File: src/rtl/mux_rr_if.sv
// mux_rr_if: channel-packed request side and registered output beat for mux_rr_reg.
interface mux_rr_if #(
    parameter int WIDTH    = 53,
    parameter int CHANNELS = 4
);
    localparam int SELW = $clog2(CHANNELS);
    logic [CHANNELS*WIDTH-1:0] in_data;
    logic [CHANNELS-1:0]       in_valid;
    logic [CHANNELS-1:0]       in_ready;
    logic [WIDTH-1:0]          out_data;
    logic [SELW-1:0]           out_sel;
    logic                      out_valid;
    logic                      out_ready;
    modport master (output in_data, in_valid, out_ready, input in_ready, out_data, out_sel, out_valid);
    modport slave  (input in_data, in_valid, out_ready, output in_ready, out_data, out_sel, out_valid);
endinterface

File: src/rtl/mux_rr_reg.sv
// mux_rr_reg: N-channel arbitrating mux with one registered output beat.
// Round-robin with MUX_RR_ROUND_ROBIN_EN defined, otherwise fixed priority (lowest index wins).
module mux_rr_reg #(
    parameter int WIDTH    = 53,
    parameter int CHANNELS = 4
) (
    input  logic     clk,
    input  logic     reset_n,
    mux_rr_if.slave  bus
);
    localparam int SELW = $clog2(CHANNELS);
    logic [WIDTH-1:0] out_data_q, out_data_d;
    logic [SELW-1:0]  out_sel_q, out_sel_d;
    logic             out_valid_q, out_valid_d;
    logic [SELW-1:0]  gnt, idx;
    logic             found, load;
`ifdef MUX_RR_ROUND_ROBIN_EN
    logic [SELW-1:0]  ptr_q, ptr_d;
`endif
    always_comb begin
        gnt   = '0;
        idx   = '0;
        found = 1'b0;
        for (int k = 0; k < CHANNELS; k++) begin
`ifdef MUX_RR_ROUND_ROBIN_EN
            // explicit wrap keeps non-power-of-two channel counts in range
            idx = (k != 0 && ptr_q >= SELW'(CHANNELS - k)) ? ptr_q - SELW'(CHANNELS - k) : ptr_q + SELW'(k);
`else
            idx = SELW'(k);
`endif
            if (!found && bus.in_valid[idx]) begin
                gnt   = idx;
                found = 1'b1;
            end
        end
        load         = reset_n && (!out_valid_q || bus.out_ready) && found;
        bus.in_ready = load ? (CHANNELS'(1) << gnt) : '0;
        out_data_d   = load ? bus.in_data[int'(gnt) * WIDTH +: WIDTH] : out_data_q;
        out_sel_d    = load ? gnt : out_sel_q;
        out_valid_d  = load ? 1'b1 : (bus.out_ready ? 1'b0 : out_valid_q);
`ifdef MUX_RR_ROUND_ROBIN_EN
        ptr_d        = load ? ((gnt == SELW'(CHANNELS - 1)) ? '0 : gnt + 1'b1) : ptr_q;
`endif
    end
    always_ff @(posedge clk) begin
        if (!reset_n) begin
            out_data_q  <= '0;
            out_sel_q   <= '0;
            out_valid_q <= 1'b0;
        end else begin
            out_data_q  <= out_data_d;
            out_sel_q   <= out_sel_d;
            out_valid_q <= out_valid_d;
        end
    end
`ifdef MUX_RR_ROUND_ROBIN_EN
    always_ff @(posedge clk) begin
        if (!reset_n) ptr_q <= '0;
        else ptr_q <= ptr_d;
    end
`endif
    assign bus.out_data  = out_data_q;
    assign bus.out_sel   = out_sel_q;
    assign bus.out_valid = out_valid_q;
endmodule

File: src/flat_wrapper.sv
// flat-port wrapper written by rule: the top's interface ports become plain ports
module mux_rr_reg_flat 
#(
    parameter int WIDTH    = 53,
    parameter int CHANNELS = 4
)
  (clk, reset_n, bus_in_data, bus_in_valid, bus_out_ready, bus_in_ready, bus_out_data, bus_out_sel, bus_out_valid);
  mux_rr_if #(.WIDTH(WIDTH), .CHANNELS(CHANNELS)) bus_i ();
  input  logic clk;
  input  logic reset_n;
  input wire logic [$bits(bus_i.in_data)-1:0] bus_in_data;
  input wire logic [$bits(bus_i.in_valid)-1:0] bus_in_valid;
  input wire logic [$bits(bus_i.out_ready)-1:0] bus_out_ready;
  output wire logic [$bits(bus_i.in_ready)-1:0] bus_in_ready;
  output wire logic [$bits(bus_i.out_data)-1:0] bus_out_data;
  output wire logic [$bits(bus_i.out_sel)-1:0] bus_out_sel;
  output wire logic [$bits(bus_i.out_valid)-1:0] bus_out_valid;
  assign bus_i.in_data = bus_in_data;
  assign bus_i.in_valid = bus_in_valid;
  assign bus_i.out_ready = bus_out_ready;
  assign bus_in_ready = bus_i.in_ready;
  assign bus_out_data = bus_i.out_data;
  assign bus_out_sel = bus_i.out_sel;
  assign bus_out_valid = bus_i.out_valid;
  mux_rr_reg #(.WIDTH(WIDTH), .CHANNELS(CHANNELS)) u_core (.clk(clk), .reset_n(reset_n), .bus(bus_i));
endmodule
File: config.mk
export PLATFORM = sky130hd
export DESIGN_NAME = mux_rr_reg_flat
export DESIGN_NICKNAME = d
export VERILOG_FILES = /design/src/rtl/mux_rr_if.sv /design/src/rtl/mux_rr_reg.sv /design/src/flat_wrapper.sv
export SDC_FILE = /design/constraint.sdc
export NUM_CORES = 1
export LEC_CHECK = 0
export CAP_MARGIN = 30
export CORE_AREA = 2 2 108 110
export DETAILED_ROUTE_END_ITERATION = 8
export DIE_AREA = 0 0 110 112
export PLACE_DENSITY = 0.78
export SLEW_MARGIN = 10
export SYNTH_ARGS = -nofsm -noshare
export SYNTH_HDL_FRONTEND = slang
export SYNTH_SLANG_ARGS = --single-unit
File: constraint.sdc
create_clock -name clk -period 3.4 [get_ports clk]
set_clock_uncertainty 0.2 [all_clocks]
set_input_delay 0.51 -clock clk [delete_from_list [all_inputs] [get_ports clk]]
set_output_delay 0.51 -clock clk [all_outputs]
set_load 0.05 [all_outputs]
Word-level counts from Yosys, hierarchy flattened:

Index checks and enable logic that the tools add are counted.

* input bits: 219
* register bits: 56
* word-level logic and storage cells: 27
* output and inout bits: 60

* reductions and logical operators: 11
* mux-type cells: 10
* shifts and indexed selects: 2
* multipliers: 1

Operators with widths (count)
* $shiftx 212x32->53: 1
* $mul 2x6->8 const B: 1
* $mux 1: 7
* $logic_and 1x1->1: 5
* $logic_not 1->1: 4
* $mux 2: 2
* $mux 4: 1
* $shl 1x2->4 const A: 1
* $reduce_bool 2->1: 1
* $logic_or 1x1->1: 1

Depth between registers and ports, before layout:

Gate-level depths: netlist of the first run.

* depth after elaboration: 12
* gate-level depth with buffers: 6
* gate-level depth less buffers: 3

Least setup slack after synthesis of the first run:

No wires, ideal clock.

* path type: reg-to-output
* from: reg u_core.out_valid_q (netlist: u_core.bus.out_valid)
* to: out bus_in_ready[1]
* path slack: 0.453 ns
* buffers on the path: 2
* arrival: 2.237 ns
* data required time: 2.690 ns
* cell stages (with the launch flop): 6
* cell sequence: dfxtp_1 nand2b_1 clkbuf_1 buf_2 nand2_1 nor3_1

* word-level cells in the longest chain between the ends: 5

RTL lines
* start, declared: RTL line mux_rr_reg.sv:14 `logic out_valid_q, out_valid_d;`
* start signal, assigned: RTL line mux_rr_reg.sv:53 `out_valid_q <= out_valid_d;`
* $logic_not 1->1: RTL line mux_rr_reg.sv:36 `load = reset_n && (!out_valid_q || bus.out_ready) && found;`
* $logic_or 1x1->1: RTL line mux_rr_reg.sv:36
* $logic_and 1x1->1 (2 in a row): RTL line mux_rr_reg.sv:36
* $mux 4: RTL line mux_rr_reg.sv:37 `bus.in_ready = load ? (CHANNELS'(1) << gnt) : '0;`
* end, declared: RTL line flat_wrapper.sv:14 `output wire logic [$bits(bus_i.in_ready)-1:0] bus_in_ready;`

No other way between the ends.

Final worst setup path of the first run:

* from: in bus_in_valid[1]
* to: out bus_in_ready[1]

* word-level cells in the longest chain between the ends: 10
* elaborated cells between the ends (all ways): 14
* those cells by class: shift (1); mux (7); reduce/logical (6)

RTL lines
* start, declared: RTL line flat_wrapper.sv:12 `input wire logic [$bits(bus_i.in_valid)-1:0] bus_in_valid;`
* $logic_and 1x1->1 *: RTL line mux_rr_reg.sv:31 `if (!found && bus.in_valid[idx]) begin`
* $mux 1: RTL line mux_rr_reg.sv:31
* $logic_not 1->1: RTL line mux_rr_reg.sv:31
* $logic_and 1x1->1: RTL line mux_rr_reg.sv:31
* $mux 1: RTL line mux_rr_reg.sv:31
* $logic_not 1->1: RTL line mux_rr_reg.sv:31
* $logic_and 1x1->1: RTL line mux_rr_reg.sv:31
* $mux 2 / $mux 1 (equally long branches): RTL line mux_rr_reg.sv:31
* $shl 1x2->4 / $logic_and 1x1->1 (equally long branches): RTL line mux_rr_reg.sv:37, mux_rr_reg.sv:36
* $mux 4 *: RTL line mux_rr_reg.sv:37

Mark *: on every way between the ends. The rest lies on a longest branch, timed or not.

==> key figures, run 1 <==
Synth
  – Synth Area in Simple Gates: 0.0329
  – Largest area contributor in the netlist: dfxtp_1
  – Netlist cell types: 27
  – Syn Std Cell Area: 3580 um^2
  – Syn avg cell area: 10.1 um^2
  – Mapped Cells: 355
  – Xor/xnor share of the synthesized area: 0
  – Synth warn: 0
  – Post-Synth Adder-Cell Area: 0
  – Post-synthesis sequential area ratio: 0.313
  – Synth Register Bits: 56
  – Compound-Gate Fraction of Synth Area: 0.563
  – Ranking of synthesized cells by area: dfxtp_1 31%, a32o_1 15%, a221o_1 15%
  – Top cell type's share of synthesized area: 0.313
  – Syn nets: 574
  – Multiplexer share of the synthesized area: 0
  – Largest family of logic cells by synthesized area: compound AO/OA/AOI/OAI gates

Drt
  – 1st-pass router iterations: 5
  – DR WL met2: 8600 um
  – Drt via density: 6.18
  – Via Count: 4548
  – DR DRC count: 0
  – WL met1: 6300 um
  – Highest metal used: met4
  – Routed Antenna Nets: 0
  – Wirelength per Cell: 22.9 um
  – WL met3: 1580 um
  – Drt first-iter violations: 447
  – Routed WL: 16800 um

Critical path
  – Critical path peak fanout: 27
  – CP bufs+invs: 3
  – Worst path cell trace: clkdlybuf4s50_1 -> inv_2 -> nor3_1 -> buf_12
  – WP data required: 2.69 ns
  – Critical Path AT: 2.09 ns
  – Delay-heaviest family, CP: buffers and inverters
  – Crit path launch type: input pin
  – Crit path largest cell delay: 0.66 ns
  – Critical path class: in -> out
  – Endpoint class of the critical path: output port
  – Flop-to-flop setup slack: 1.69 ns
  – Crit path max-delay cell type: clkdlybuf4s50_1

Final layout
  – Area grow syn2layout: 82.2%
  – Non-filler cells, final: 736
  – Final net count: 812
  – Filler cells: 984
  – Ant. Diodes: 0
  – Fraction of layout cells with a size suffix above 1: 0.0590

Clock tree
  – Post-CTS sizing: 0
  – Worst-Skew Late Latency: 0.29 ns
  – CTS tree: done
  – CTS sink count: 56
  – Postcts setup bufs: 0
  – Clk root buf: clkbuf_16
  – Clk slew on worst S/H paths: 0.07 ns
  – Htree depth: 2
  – Total CTS buffers: 5
  – Max Root-Sink Buffers: 2
  – CTS Hold Bufs: 0

Floorplanning
  – CORE AREA: 11200 um^2
  – Rows: 39
  – IO Count: 279
  – Die height: 112 um
  – Die area: 12300 um^2
  – Die Span X: 110 um
  – Starting Density: 0.320

Worst hold path
  – Tightest Hold Check Type: reg -> reg

Placement
  – IO buf count: 278
  – HPWL after DPL: 11600 um
  – Final GP Congestion: 0.806
  – Dpl cells: 729

Global routing
  – Number of global-route vias before repair: 4603
  – Largest net degree at the start of global routing: 60
  – GRT Util Overall: 0.251
  – Initial antenna violation count: 0
  – First-pass GRT wire length: 24300 um
  – Grt ovf: 0

Flow run
  – # Max-Cap Violations: 0

Timing
  – Final setup violating endpoints: 0
  – Period minus WS final: 2.80 ns
  – Max_slew headroom: 0.509
  – Measured slew at the worst slew-check pin: 0.737 ns
  – Unrepaired setup endpoints after global routing: false
  – Fin Hold WS: 0.267 ns
  – Setup TNS: 0 ns
  – Post-route clock period utilization: 0.823
  – Fmax: 357 MHz
  – Final Hold Viols: 0
  – Fin. max-slew vios: 0

Pwr
  – P_leak: 2.42 nW
  – Switching Share: 0.333
  – Power Density: 342 nW/um^2
  – Net Switching: 0.000742 W
  – Sequential power share: 0.337
  – Peak supply drop: 0.254 mV
  – Int Pwr: 0.00149 W
  – Logic pwr share: 0.416
  – Clk pwr share: 0.247

Outcome
  – Outcome: complete, no violations
[final timing paths]
check                          start                      end  depth (start not counted)
min reg2reg  u_core.bus.out_data[30]  u_core.bus.out_data[30]                          1
max                  bus_in_valid[1]          bus_in_ready[1]                          4
min          u_core.bus.out_data[30]  u_core.bus.out_data[30]                          1
max reg2reg     u_core.bus.out_valid  u_core.bus.out_data[36]                          4
[logic make-up (layout without fill, tap and decap cells)]
logic type,count (synthesis),after routing
simple gates,21,21
compound gates,216,216
buf+inv,62,300
flops,56,56
[sequential cells by signal, summed over array words and instances, names as in the netlist]
name,cells
u_core.bus.out_data,53
u_core.bus.out_sel,2
u_core.bus.out_valid,1
[Yosys cell counts]
cell type,instances
a21oi_1,2
nor2b_1,4
nor2_1,4
o21ai_0,1
a32o_1,53
dfxtp_1,56
and3_1,3
nor3b_1,1
a221o_1,52
buf_4,6
buf_1,2
or2_1,1
nor4_1,1
nor3_1,3
inv_2,1
nor3_2,1
buf_2,13
o21bai_1,52
nand2b_1,1
nand2_1,2
o31ai_1,1
buf_6,7
o311a_1,52
clkbuf_1,32
o21a_1,1
inv_1,1
o221a_2,2
[final cells by class]
class	count	area, um^2	share of cell area
clock buffers	7	153	0.0234
multi-input cells	237	2150	0.330
repair buffers	291	2910	0.446
inverters	2	7.51	0.00115
well taps	143	179	0.0275
flip-flops and latches	56	1120	0.172
[stage by stage]
step	util	instance area, um^2	setup slack, ns	power (W)
floorplan	-	3580	0.453	0.00124
global placement	0.568	6340	0.621	0.00167
detailed placement	0.570	6360	0.584	0.00169
CTS	0.583	6520	0.610	0.00225
global route	0.583	6520	0.565	0.00231
finish	0.583	6520	0.603	0.00223
[per-layer routing]
layer  vias up  GRT usage
met4         0     0.0726
met5         -          0
met2       233      0.463
met3        29     0.0650
met1      2252      0.277
li1       2034          -
[worst register-to-register path, cell delays in order, from the launching register on]
cell and delay [ns]:
dfxtp_1 0.33, nand2b_2 0.09, buf_4 0.53, o311a_1 0.32, a32o_1 0.19
[layout by cell type (no fill, tap or decap), types with 2 or more instances in the layout]
cell,instances
a21oi_1,2
a221o_1,52
a32o_1,53
and3_1,3
buf_12,4
buf_2,2
buf_4,14
clkbuf_16,5
clkbuf_8,2
clkdlybuf4s50_1,271
dfxtp_1,56
nand2_1,2
nor2_1,4
nor2b_1,3
nor3_1,3
o21bai_1,52
o221a_2,2
o311a_1,52
[power by group through the flow]
stage	Clock, W	Combinational, W	Sequential (W)
2_1_floorplan	0	0.000265	0.000977
3_3_place_gp	0	0.000905	0.000762
3_5_place_dp	0	0.000922	0.000766
4_1_cts	0.000573	0.000925	0.000751
5_1_grt	0.000592	0.000964	0.000758
6_report	0.000551	0.000929	0.000752
Note: power is estimated with default switching activity, not from simulation.
==> inputs of run 2 (changes only) <==
--- a/config.mk
+++ b/config.mk
@@ -6,10 +6,10 @@
 export NUM_CORES = 1
 export LEC_CHECK = 0
 export CAP_MARGIN = 30
-export CORE_AREA = 2 2 108 110
+export CORE_AREA = 2 2 109 111
 export DETAILED_ROUTE_END_ITERATION = 8
-export DIE_AREA = 0 0 110 112
-export PLACE_DENSITY = 0.78
+export DIE_AREA = 0 0 111 113
+export PLACE_DENSITY = 0.77
 export SLEW_MARGIN = 10
 export SYNTH_ARGS = -nofsm -noshare
 export SYNTH_HDL_FRONTEND = slang
==> constraint.sdc (replaced) <==
create_clock -name clk -period 2.8 [get_ports clk]
set_clock_uncertainty 0.2 [all_clocks]
set_input_delay 0.42 -clock clk [delete_from_list [all_inputs] [get_ports clk]]
set_output_delay 0.42 -clock clk [all_outputs]
set_load 0.05 [all_outputs]
==> run 2 against run 1 <==
  * Cell count increased by 0.41%
  * Sequential share of layout area decreased by 0.17 points
  * Clock power increased by 21%
  * Via count decreased by 0.57%
  * Total power increased by 21%
  * Utilization increased by 0.072 points
  * Final area increased by 1.0%
  * Global-route usage decreased by 0.62 points
  * Non-clock buffer count increased by 3
  * Critical path depth increased by 1
  * Largest cell class unchanged
==> key figures, run 2 (synthesized netlist as in run 1, its figures left out) <==
Critical path
  – Crit path largest cell delay: 0.67 ns
  – Crit path launch type: input pin
  – Endpoint class of the critical path: output port
  – Critical path peak fanout: 30
  – Critical path class: in -> out
  – Critical Path AT: 1.80 ns
  – WP data required: 2.18 ns
  – Crit path max-delay cell type: clkdlybuf4s50_1
  – Most frequent CP cell: buf_12
  – Worst path cell trace: clkdlybuf4s50_1 -> inv_2 -> buf_12 -> nor3_2 -> buf_12

Timing
  – Setup TNS: 0 ns
  – Max_slew headroom: 0.624
  – Final setup violating endpoints: 0
  – Fin. max-slew vios: 0
  – Period minus WS final: 2.42 ns
  – Final Hold Viols: 0
  – Fmax: 413 MHz
  – Unrepaired setup endpoints after global routing: false
  – Post-route clock period utilization: 0.864
  – Measured slew at the worst slew-check pin: 0.562 ns

Global routing
  – Largest net degree at the start of global routing: 77
  – Number of global-route vias before repair: 4823
  – Initial antenna violation count: 0
  – GRT Util Overall: 0.245
  – First-pass GRT wire length: 25000 um
  – Grt ovf: 0

Drt
  – 1st-pass router iterations: 5
  – Wirelength per Cell: 21.9 um
  – DR DRC count: 0
  – Via Count: 4522
  – Routed Antenna Nets: 0
  – Routed WL: 16200 um
  – Drt via density: 6.12
  – Drt first-iter violations: 326

Placement
  – HPWL after DPL: 11500 um
  – IO buf count: 278
  – Final GP Congestion: 0.881

Clock tree
  – Postcts setup bufs: 0
  – Htree depth: 2
  – CTS sink count: 56
  – Worst-Skew Late Latency: 0.28 ns
  – Max Root-Sink Buffers: 2
  – CTS tree: done
  – CTS Hold Bufs: 0
  – Clk root buf: clkbuf_16
  – Clk slew on worst S/H paths: 0.07 ns
  – Post-CTS sizing: 0
  – Total CTS buffers: 5

Final layout
  – Filler cells: 971
  – Most common cell after layout, fill and taps aside: clkdlybuf4s50_1
  – Final net count: 815
  – Ant. Diodes: 0
  – Fraction of layout cells with a size suffix above 1: 0.0654
  – Area grow syn2layout: 84.0%
  – Most frequent cells in the layout: 271 x clkdlybuf4s50_1, 56 x dfxtp_1, 53 x a32o_1
  – Max reg flops: 53

Pwr
  – Total power: 0.00271 W
  – Power Density: 411 nW/um^2
  – P_leak: 2.44 nW
  – Peak supply drop: 0.263 mV

Flow run
  – # Max-Cap Violations: 0

Outcome
  – Outcome: complete, no violations

Floorplanning
  – IO Count: 279
  – Die Span X: 111 um
  – Rows: 39
  – Die area: 12500 um^2
  – Die height: 113 um
  – CORE AREA: 11300 um^2
  – Starting Density: 0.317

Worst hold path
  – Tightest Hold Check Type: reg -> reg
[run 2: cell types whose count changed in the layout (fill, tap and decap cells not counted)]
cell,before,now
nor3_1,3,2
nor3_2,0,1
buf_12,4,7
[run 2: final cells by class]
cell class	instances	area (um^2)	area share
well taps	143	179	0.0272
clock buffers	7	153	0.0232
inverters	2	7.51	0.00114
repair buffers	294	2970	0.451
flip-flops and latches	56	1120	0.170
multi-input cells	237	2150	0.327
[run 2: final timing paths]
path	startpoint	to	cells past startpoint	slack (ns)
max reg2reg	u_core.bus.out_valid	u_core.bus.out_data[13]	4	1.17
max	bus_in_valid[1]	bus_in_ready[1]	5	0.38
min	u_core.bus.out_data[39]	u_core.bus.out_data[39]	1	0.27
min reg2reg	u_core.bus.out_data[39]	u_core.bus.out_data[39]	1	0.27
[run 2: metal layers]
metal	vias to the layer above	track usage	part of all wire
met5	-	0	0
met4	0	0.0875	0.025
met3	36	0.0670	0.083
met2	260	0.454	0.52
met1	2190	0.269	0.38
li1	2036	-	-
[run 2: power breakdown]
group / internal, W / switching [W] / leakage [nW]
Combinational: 0.000566 / 0.000561 / 1.90
Clock: 0.000377 / 0.000288 / 0.0760
Sequential: 0.000872 / 0.0000410 / 0.466
Total: 0.00181 / 0.000891 / 2.44
[run 2: critical path: cells and delay by family]
kind	cells	cell delay (ns)
buffers and inverters	4	1.12
and+or+nand+nor	1	0.26
[run 2: per-stage QoR]
step / utilization / cells / hold slack, ns / instance area (um^2) / setup WS, ns
CTS: 0.584 / 739 / 0.270 / 6580 / 0.373
floorplan: - / 355 / 0.409 / 3580 / 0.366
global placement: 0.570 / 732 / 0.247 / 6430 / 0.342
finish: 0.584 / 739 / 0.266 / 6580 / 0.380
global route: 0.584 / 739 / 0.281 / 6580 / 0.294
detailed placement: 0.570 / 732 / 0.254 / 6430 / 0.313
